<file path="src/rtl/multicycle_control_if.sv">
`default_nettype none
// ============================================================================
// Module   : multicycle_control_if
// Brief    : Control bundle between the multicycle controller and its datapath
// Revision : 1.0  initial release
// ============================================================================
interface multicycle_control_if;
    logic [5:0] opcode;
    logic       zero;
    logic       pc_en;
    logic       ir_write;
    logic       i_or_d;
    logic       mem_write;
    logic       reg_write;
    logic       reg_dst;
    logic       mem_to_reg;
    logic       alu_src_a;
    logic [1:0] alu_src_b;
    logic [1:0] alu_op;
    logic [1:0] pc_src;
    logic [3:0] state;
    logic       instr_done;
    logic       illegal;

    // Controller side
    modport master (
        input  opcode, zero,
        output pc_en, ir_write, i_or_d, mem_write, reg_write, reg_dst,
               mem_to_reg, alu_src_a, alu_src_b, alu_op, pc_src, state,
               instr_done, illegal
    );

    // Datapath side
    modport slave (
        output opcode, zero,
        input  pc_en, ir_write, i_or_d, mem_write, reg_write, reg_dst,
               mem_to_reg, alu_src_a, alu_src_b, alu_op, pc_src, state,
               instr_done, illegal
    );
endinterface
`default_nettype wire

</file>
<file path="src/rtl/multicycle_control.sv">
`default_nettype none
// ============================================================================
// Module   : multicycle_control
// Brief    : Moore FSM controller for a multicycle MIPS-subset datapath
// Revision : 1.0  initial release
// ============================================================================
module multicycle_control (
    input  wire logic            clock,
    input  wire logic            reset,
    multicycle_control_if.master ctrl
);
    localparam logic [3:0] c_FETCH    = 4'd0;
    localparam logic [3:0] c_DECODE   = 4'd1;
    localparam logic [3:0] c_MEMADR   = 4'd2;
    localparam logic [3:0] c_MEMREAD  = 4'd3;
    localparam logic [3:0] c_MEMWB    = 4'd4;
    localparam logic [3:0] c_MEMWRITE = 4'd5;
    localparam logic [3:0] c_EXECUTE  = 4'd6;
    localparam logic [3:0] c_ALUWB    = 4'd7;
    localparam logic [3:0] c_BRANCH   = 4'd8;
    localparam logic [3:0] c_ADDIEXEC = 4'd9;
    localparam logic [3:0] c_ADDIWB   = 4'd10;
    localparam logic [3:0] c_JUMP     = 4'd11;

    localparam logic [5:0] c_OP_LW    = 6'b100011;
    localparam logic [5:0] c_OP_SW    = 6'b101011;
    localparam logic [5:0] c_OP_RTYPE = 6'b000000;
    localparam logic [5:0] c_OP_BEQ   = 6'b000100;
    localparam logic [5:0] c_OP_ADDI  = 6'b001000;
    localparam logic [5:0] c_OP_J     = 6'b000010;

    logic [3:0] r_state;
    logic [3:0] w_next_state;
    logic [3:0] w_state;

    logic       w_pc_write;
    logic       w_branch;
    logic       w_ir_write;
    logic       w_i_or_d;
    logic       w_mem_write;
    logic       w_reg_write;
    logic       w_reg_dst;
    logic       w_mem_to_reg;
    logic       w_alu_src_a;
    logic [1:0] w_alu_src_b;
    logic [1:0] w_alu_op;
    logic [1:0] w_pc_src;
    logic       w_instr_done;
    logic       w_illegal;

    always_ff @(posedge clock) begin
        if (reset) begin
            r_state <= c_FETCH;
        end else begin
            r_state <= w_next_state;
        end
    end

    always_comb begin
        w_next_state = c_FETCH;
        case (r_state)
            c_FETCH:    w_next_state = c_DECODE;
            c_DECODE: begin
                case (ctrl.opcode)
                    c_OP_LW, c_OP_SW: w_next_state = c_MEMADR;
                    c_OP_RTYPE:       w_next_state = c_EXECUTE;
                    c_OP_BEQ:         w_next_state = c_BRANCH;
                    c_OP_ADDI:        w_next_state = c_ADDIEXEC;
                    c_OP_J:           w_next_state = c_JUMP;
                    default:          w_next_state = c_FETCH;
                endcase
            end
            c_MEMADR: begin
                if (ctrl.opcode == c_OP_LW) begin
                    w_next_state = c_MEMREAD;
                end else if (ctrl.opcode == c_OP_SW) begin
                    w_next_state = c_MEMWRITE;
                end else begin
                    w_next_state = c_FETCH;
                end
            end
            c_MEMREAD:  w_next_state = c_MEMWB;
            c_EXECUTE:  w_next_state = c_ALUWB;
            c_ADDIEXEC: w_next_state = c_ADDIWB;
            default:    w_next_state = c_FETCH;
        endcase
    end

    // While reset is held the outputs present FETCH decodes.
    assign w_state = reset ? c_FETCH : r_state;

    always_comb begin
        w_pc_write   = 1'b0;
        w_branch     = 1'b0;
        w_ir_write   = 1'b0;
        w_i_or_d     = 1'b0;
        w_mem_write  = 1'b0;
        w_reg_write  = 1'b0;
        w_reg_dst    = 1'b0;
        w_mem_to_reg = 1'b0;
        w_alu_src_a  = 1'b0;
        w_alu_src_b  = 2'b00;
        w_alu_op     = 2'b00;
        w_pc_src     = 2'b00;
        w_instr_done = 1'b0;
        w_illegal    = 1'b0;
        case (w_state)
            c_FETCH: begin
                w_ir_write  = 1'b1;
                w_pc_write  = 1'b1;
                w_alu_src_b = 2'b01;
            end
            c_DECODE: begin
                w_alu_src_b = 2'b11;
                case (ctrl.opcode)
                    c_OP_LW, c_OP_SW, c_OP_RTYPE,
                    c_OP_BEQ, c_OP_ADDI, c_OP_J: w_illegal = 1'b0;
                    default:                     w_illegal = 1'b1;
                endcase
            end
            c_MEMADR: begin
                w_alu_src_a = 1'b1;
                w_alu_src_b = 2'b10;
            end
            c_MEMREAD: begin
                w_i_or_d = 1'b1;
            end
            c_MEMWB: begin
                w_reg_write  = 1'b1;
                w_mem_to_reg = 1'b1;
                w_instr_done = 1'b1;
            end
            c_MEMWRITE: begin
                w_i_or_d     = 1'b1;
                w_mem_write  = 1'b1;
                w_instr_done = 1'b1;
            end
            c_EXECUTE: begin
                w_alu_src_a = 1'b1;
                w_alu_op    = 2'b10;
            end
            c_ALUWB: begin
                w_reg_write  = 1'b1;
                w_reg_dst    = 1'b1;
                w_instr_done = 1'b1;
            end
            c_BRANCH: begin
                w_alu_src_a  = 1'b1;
                w_alu_op     = 2'b01;
                w_pc_src     = 2'b01;
                w_branch     = 1'b1;
                w_instr_done = 1'b1;
            end
            c_ADDIEXEC: begin
                w_alu_src_a = 1'b1;
                w_alu_src_b = 2'b10;
            end
            c_ADDIWB: begin
                w_reg_write  = 1'b1;
                w_instr_done = 1'b1;
            end
            c_JUMP: begin
                w_pc_write   = 1'b1;
                w_pc_src     = 2'b10;
                w_instr_done = 1'b1;
            end
            default: begin
                w_illegal = 1'b0;
            end
        endcase
    end

    assign ctrl.pc_en      = (w_pc_write | (w_branch & ctrl.zero)) & ~reset;
    assign ctrl.ir_write   = w_ir_write   & ~reset;
    assign ctrl.mem_write  = w_mem_write  & ~reset;
    assign ctrl.reg_write  = w_reg_write  & ~reset;
    assign ctrl.instr_done = w_instr_done & ~reset;
    assign ctrl.illegal    = w_illegal    & ~reset;
    assign ctrl.i_or_d     = w_i_or_d;
    assign ctrl.reg_dst    = w_reg_dst;
    assign ctrl.mem_to_reg = w_mem_to_reg;
    assign ctrl.alu_src_a  = w_alu_src_a;
    assign ctrl.alu_src_b  = w_alu_src_b;
    assign ctrl.alu_op     = w_alu_op;
    assign ctrl.pc_src     = w_pc_src;
    assign ctrl.state      = w_state;

endmodule
`default_nettype wire

</file>
<file path="src/flat_wrapper.sv">
// flat-port wrapper written by rule: the top's interface ports become plain ports
module multicycle_control_flat 
  (clock, reset, ctrl_opcode, ctrl_zero, ctrl_pc_en, ctrl_ir_write, ctrl_i_or_d, ctrl_mem_write, ctrl_reg_write, ctrl_reg_dst, ctrl_mem_to_reg, ctrl_alu_src_a, ctrl_alu_src_b, ctrl_alu_op, ctrl_pc_src, ctrl_state, ctrl_instr_done, ctrl_illegal);
  multicycle_control_if ctrl_i ();
  input  wire logic clock;
  input  wire logic reset;
  input wire logic [$bits(ctrl_i.opcode)-1:0] ctrl_opcode;
  input wire logic [$bits(ctrl_i.zero)-1:0] ctrl_zero;
  output wire logic [$bits(ctrl_i.pc_en)-1:0] ctrl_pc_en;
  output wire logic [$bits(ctrl_i.ir_write)-1:0] ctrl_ir_write;
  output wire logic [$bits(ctrl_i.i_or_d)-1:0] ctrl_i_or_d;
  output wire logic [$bits(ctrl_i.mem_write)-1:0] ctrl_mem_write;
  output wire logic [$bits(ctrl_i.reg_write)-1:0] ctrl_reg_write;
  output wire logic [$bits(ctrl_i.reg_dst)-1:0] ctrl_reg_dst;
  output wire logic [$bits(ctrl_i.mem_to_reg)-1:0] ctrl_mem_to_reg;
  output wire logic [$bits(ctrl_i.alu_src_a)-1:0] ctrl_alu_src_a;
  output wire logic [$bits(ctrl_i.alu_src_b)-1:0] ctrl_alu_src_b;
  output wire logic [$bits(ctrl_i.alu_op)-1:0] ctrl_alu_op;
  output wire logic [$bits(ctrl_i.pc_src)-1:0] ctrl_pc_src;
  output wire logic [$bits(ctrl_i.state)-1:0] ctrl_state;
  output wire logic [$bits(ctrl_i.instr_done)-1:0] ctrl_instr_done;
  output wire logic [$bits(ctrl_i.illegal)-1:0] ctrl_illegal;
  assign ctrl_i.opcode = ctrl_opcode;
  assign ctrl_i.zero = ctrl_zero;
  assign ctrl_pc_en = ctrl_i.pc_en;
  assign ctrl_ir_write = ctrl_i.ir_write;
  assign ctrl_i_or_d = ctrl_i.i_or_d;
  assign ctrl_mem_write = ctrl_i.mem_write;
  assign ctrl_reg_write = ctrl_i.reg_write;
  assign ctrl_reg_dst = ctrl_i.reg_dst;
  assign ctrl_mem_to_reg = ctrl_i.mem_to_reg;
  assign ctrl_alu_src_a = ctrl_i.alu_src_a;
  assign ctrl_alu_src_b = ctrl_i.alu_src_b;
  assign ctrl_alu_op = ctrl_i.alu_op;
  assign ctrl_pc_src = ctrl_i.pc_src;
  assign ctrl_state = ctrl_i.state;
  assign ctrl_instr_done = ctrl_i.instr_done;
  assign ctrl_illegal = ctrl_i.illegal;
  multicycle_control u_core (.clock(clock), .reset(reset), .ctrl(ctrl_i));
endmodule
</file>
<file path="config.mk">
export PLATFORM = sky130hd
export DESIGN_NAME = multicycle_control_flat
export DESIGN_NICKNAME = d
export VERILOG_FILES = /design/src/rtl/multicycle_control_if.sv /design/src/rtl/multicycle_control.sv /design/src/flat_wrapper.sv
export SDC_FILE = /design/constraint.sdc
export NUM_CORES = 1
export LEC_CHECK = 0
export ABC_AREA = 0
export CORE_MARGIN = 2
export CORE_UTILIZATION = 36
export CTS_BUF_LIST = sky130_fd_sc_hd__clkbuf_16
export DETAILED_ROUTE_END_ITERATION = 8
export PLACE_DENSITY = 0.75
export SLEW_MARGIN = 25
export SYNTH_ARGS = -nofsm -noshare
export SYNTH_HDL_FRONTEND = slang
export SYNTH_SLANG_ARGS = --single-unit
</file>
<file path="constraint.sdc">
create_clock -name clock -period 1.25 [get_ports clock]
set_input_delay 0.375 -clock clock [delete_from_list [all_inputs] [get_ports clock]]
set_output_delay 0.375 -clock clock [all_outputs]
set_load 0.005 [all_outputs]
</file>
==> results.json, run 1 <==
{
  "yosysTopAreaCellShare_pct": 13.1,
  "clockBufferDepth": 2,
  "post-cts-setup-buffer-count": 28,
  "die_x_um": 45.2,
  "synthMuxAreaShare_pct": 1.64,
  "gp_congestion": 0.846,
  "cts_sinks": 4,
  "numCtsBuffers": 3,
  "synth-compound-area-share_pct": 22.7,
  "haltStage": "clock tree synthesis (4_1_cts)",
  "synth-seq-cells": 4,
  "synth_warnings": 0,
  "postSynthCellCount": 84,
  "status": "aborted with a tool error",
  "yosysTopAreaCell": "dfxtp_1",
  "hold_buffers": 0,
  "numPortBuffers": 28,
  "hpwl_um": 1530,
  "synth.avg_cell_area_um2": 7.27,
  "ioPinCount": 29,
  "syn_nets": 93,
  "syn_area_um2": 611,
  "cts.htree.levels": 1,
  "synth_fa_ha_area_share_pct": 0,
  "cts_root_buf": "clkbuf_16",
  "row_count": 14,
  "synth_top_family_by_area": "simple AND/OR/NAND/NOR gates",
  "die_h_um": 45.2,
  "post_cts_resized": 170,
  "floorplan.initialDensity_pct": 39.6,
  "synth-simple-area-share_pct": 47.5,
  "ys_seq_area_share_pct": 13.1,
  "dp.cells": 149,
  "synth_cell_types": 37,
  "netlist_top_cells_area": "dfxtp_1, nor2_1, nor2b_1",
  "synth-xor-area-share_pct": 4.30,
  "error": "[ERROR DPL-0033] detailed placement checks failed during check placement."
}
cell usage after synthesis, drive strengths merged:
cell / n
a211o: 1
a211oi: 2
a21oi: 6
a2bb2oi: 1
a311oi: 1
a31oi: 1
a41oi: 1
buf: 9
dfxtp: 4
inv: 1
mux2i: 1
nand2: 4
nand2b: 5
nand3: 2
nor2: 11
nor2b: 5
nor3: 9
nor3b: 2
nor4: 6
o21a: 1
o21ai: 5
o21bai: 1
o31ai: 1
or2: 1
xnor2: 2
xor2: 1
metrics by stage:
step                TNS (ns)  area [um2]  setup WS, ns
detailed placement    -18.57        1130        -0.960
floorplan             -0.341         672       -0.0564
global placement      -18.36        1130        -0.946
logic make-up after synthesis:
family,Yosys count
xor gates and xnor gates,3
muxes,1
AOI/OAI and AO/OA,21
buffers and inverters,10
and+or+nand+nor,45
DFF,4
==> inputs of run 2 (changes only) <==
Settings changed: CORE_AREA from default to 2 2 63 65, CORE_MARGIN 2 to default, CORE_UTILIZATION 36 to default, CTS_BUF_LIST sky130_fd_sc_hd__clkbuf_16 to default, DIE_AREA from default to 0 0 65 67, PLACE_DENSITY 0.75 to default, PLACE_DENSITY_LB_ADDON from default to 0.15.
Clock period 1.25 ns to 1.6 ns, I/O delays scaled along.
==> results.json, run 2 <==
{
  "crit_type": "flop to output port",
  "cts.htree.levels": 1,
  "ys_top_cells_by_count": "nor2_1, a21oi_1, nor2b_1, nor3_1, nor4_1",
  "drc": 0,
  "setup_slack_ns": -0.196,
  "row_count": 22,
  "gr-usage-all-layers_pct": 10.8,
  "drive_gt1_share_pct": 68.6,
  "reg2reg_to": "u_core.r_state[2]",
  "fmax_ghz": 0.557,
  "cts_tree": "yes",
  "hold_viol": 0,
  "n_fill_cell": 384,
  "ioPinCount": 29,
  "tns_ns": -1.19,
  "cap_violations": 0,
  "reg2reg_from": "u_core.r_state[1]",
  "floorplan.initialDensity_pct": 16.9,
  "slew_violations": 0,
  "postSynthCellCount": 84,
  "core-area_mm2": 0.00361,
  "clkLatencyLatePin_ns": 0.21,
  "drtPass1Iterations": 2,
  "die_x_um": 65,
  "synth_flop_cell": "dfxtp_1",
  "p_per_area_mw_per_mm2": 363,
  "layoutNonFillerInstCount": 207,
  "drtIter0Drc": 14,
  "numPortBuffers": 28,
  "syn_nets": 93,
  "hold_path_end": "u_core.r_state[3]",
  "utilization_pct": 39.5,
  "gp_congestion": 0.819,
  "cpLargestDelayFamily": "simple AND/OR/NAND/NOR gates",
  "fin_crit_ns": 1.80,
  "synth.avg_cell_area_um2": 7.27,
  "grt_max_degree": 9,
  "slowest_stage": "dfxtp_2",
  "yosysTopAreaCell": "dfxtp_1",
  "multiInputGateArea_um2": 582,
  "fin_skew_ns": 0.000615,
  "rsz0062_at_grt": "yes",
  "crit_path_start_kind": "flop",
  "reg2reg_slack_ns": 0.17,
  "wl_um": 2290,
  "crit_fanout": 4,
  "ant_nets": 0,
  "clkTransAtPathRegs_ns": 0.03,
  "hpwl_um": 1690,
  "via_per_inst": 4.27,
  "whs_ns": 0.537,
  "overflow": 0,
  "p_leak_uw": 0.000636,
  "finalSetupViolCount": 14,
  "netlist_top_cells_area": "dfxtp_1, nor2_1, nor2b_1",
  "ir_drop_uv": 308,
  "worstRegToRegCells": 8,
  "cp_cell_sequence": "buf_6 > buf_6 > nand2b_4 > nor2b_1 > nor3_1 > buf_2",
  "min_path_type": "flop to flop",
  "async_reset_ff_share_pct": 0,
  "nets": 170,
  "dieArea_mm2": 0.00436,
  "diodes": 0,
  "dp.cells": 185,
  "grt_antenna_before_repair": 0,
  "grt_pass1_wl_um": 3770,
  "mostFrequentLayoutCells": "buf_4, buf_2, buf_6",
  "cp_num_buf_inv": 3,
  "hold_buffers": 0,
  "worstHoldPathCells": 2,
  "cts_root_buf": "clkbuf_8",
  "slew_headroom_pct": 80.0,
  "cts_sinks": 4,
  "ys_seq_area_share_pct": 13.1,
  "post-route-period-util_pct": 112,
  "yosysTopAreaCellShare_pct": 13.1,
  "top_regs": "u_core.r_state (4)",
  "violations": "negative setup slack",
  "area_growth_pct": 133,
  "largest_reg_flops": 4,
  "worstMarginPinSlew_ns": 0.300,
  "synth_cell_types": 37,
  "wl_per_cell_um": 11.1,
  "cpMostUsedCell": "buf_6",
  "cp_slowest_stage_delay_ns": 0.31,
  "grt_pass1_vias": 882,
  "required_ns": 1.12,
  "syn_area_um2": 611,
  "largest-register": "u_core.r_state",
  "mostFrequentLayoutCell": "buf_4",
  "clockBufferDepth": 2,
  "synth_warnings": 0,
  "cp.arrival_ns": 1.32,
  "hold_start": "u_core.r_state[2]",
  "numCtsBuffers": 3,
  "synth-seq-cells": 4,
  "die_h_um": 67,
  "vias": 884,
  "synth.most_common_cell": "nor2_1",
  "pre_cts_slack_ns": -0.826,
  "status": "finished with violations",
  "seqCellArea_um2": 92.6,
  "synth_edf_count": 0,
  "endpoint_kind": "output port"
}
run 2: cell counts after synthesis:
No cell type changed its count.
run 2: final cells by class:
type | instances | area share, %
timing repair buffer | 81 | 45.1
multi-input combinational | 70 | 40.8
sequential | 4 | 6.50
tap | 48 | 4.21
clock buffer | 3 | 2.90
inverter | 1 | 0.439
run 2: per-stage QoR:
step / cell area [um2] / power [uW]
global route: 1430 / 551
CTS: 1310 / 506
global placement: 1140 / 286
finish: 1430 / 518
detailed placement: 1140 / 287
floorplan: 611 / 185
run 2: how the worst max path moves through the flow:
stage                      start           endpoint  slack (ns)  cells past startpoint
6_report       u_core.r_state[1]  ctrl_alu_src_b[1]       -0.20                      6
5_1_grt        u_core.r_state[1]  ctrl_alu_src_b[1]       -0.28                      6
4_1_cts        u_core.r_state[1]       ctrl_illegal       -0.17                      5
3_5_place_dp      ctrl_opcode[5]       ctrl_illegal       -0.83                      5
3_3_place_gp      ctrl_opcode[2]       ctrl_illegal       -0.83                      4
2_1_floorplan              reset     ctrl_alu_op[0]       0.009                      3
run 2: timing repair:
item | 4_1_cts | 5_1_grt
hold endpoints to repair | 0 | 0
resized for setup | 121 | 21
cloned | 1 | 0
pin swaps | 13 | 10
setup buffers | 14 | 5
endpoints found under the setup margin | 22 | 19
run 2: worst min-delay path, cell delays in order (launching register included):
cell     delay, ns
dfxtp_4       0.36
buf_6         0.10
nor4_2        0.03
run 2: cells by family after synthesis:
family,after synthesis,share of synthesized area [%]
compound gates,21,22.7
xor+xnor,3,4.30
buf+inv,10,10.7
flops,4,13.1
mux,1,1.64
simple gates,45,47.5
run 2: power by group:
part | leakage, uW | switching (uW) | internal [uW] | total (uW)
registers | 0.0000352 | 6.92 | 101 | 108
logic | 0.000579 | 92.2 | 114 | 206
clock network | 0.0000216 | 44.3 | 160 | 204
run 2: layer usage:
layer	vias up	GRT usage [%]	part of all wire [%]	wire [um]
li1	453	-	-	-
met1	406	12.6	43	977
met2	23	20.2	51	1170
met3	2	2.87	5.4	123
met4	0	1.06	0.61	14
met5	-	0	0	0
(Power assumes the default switching activity.)
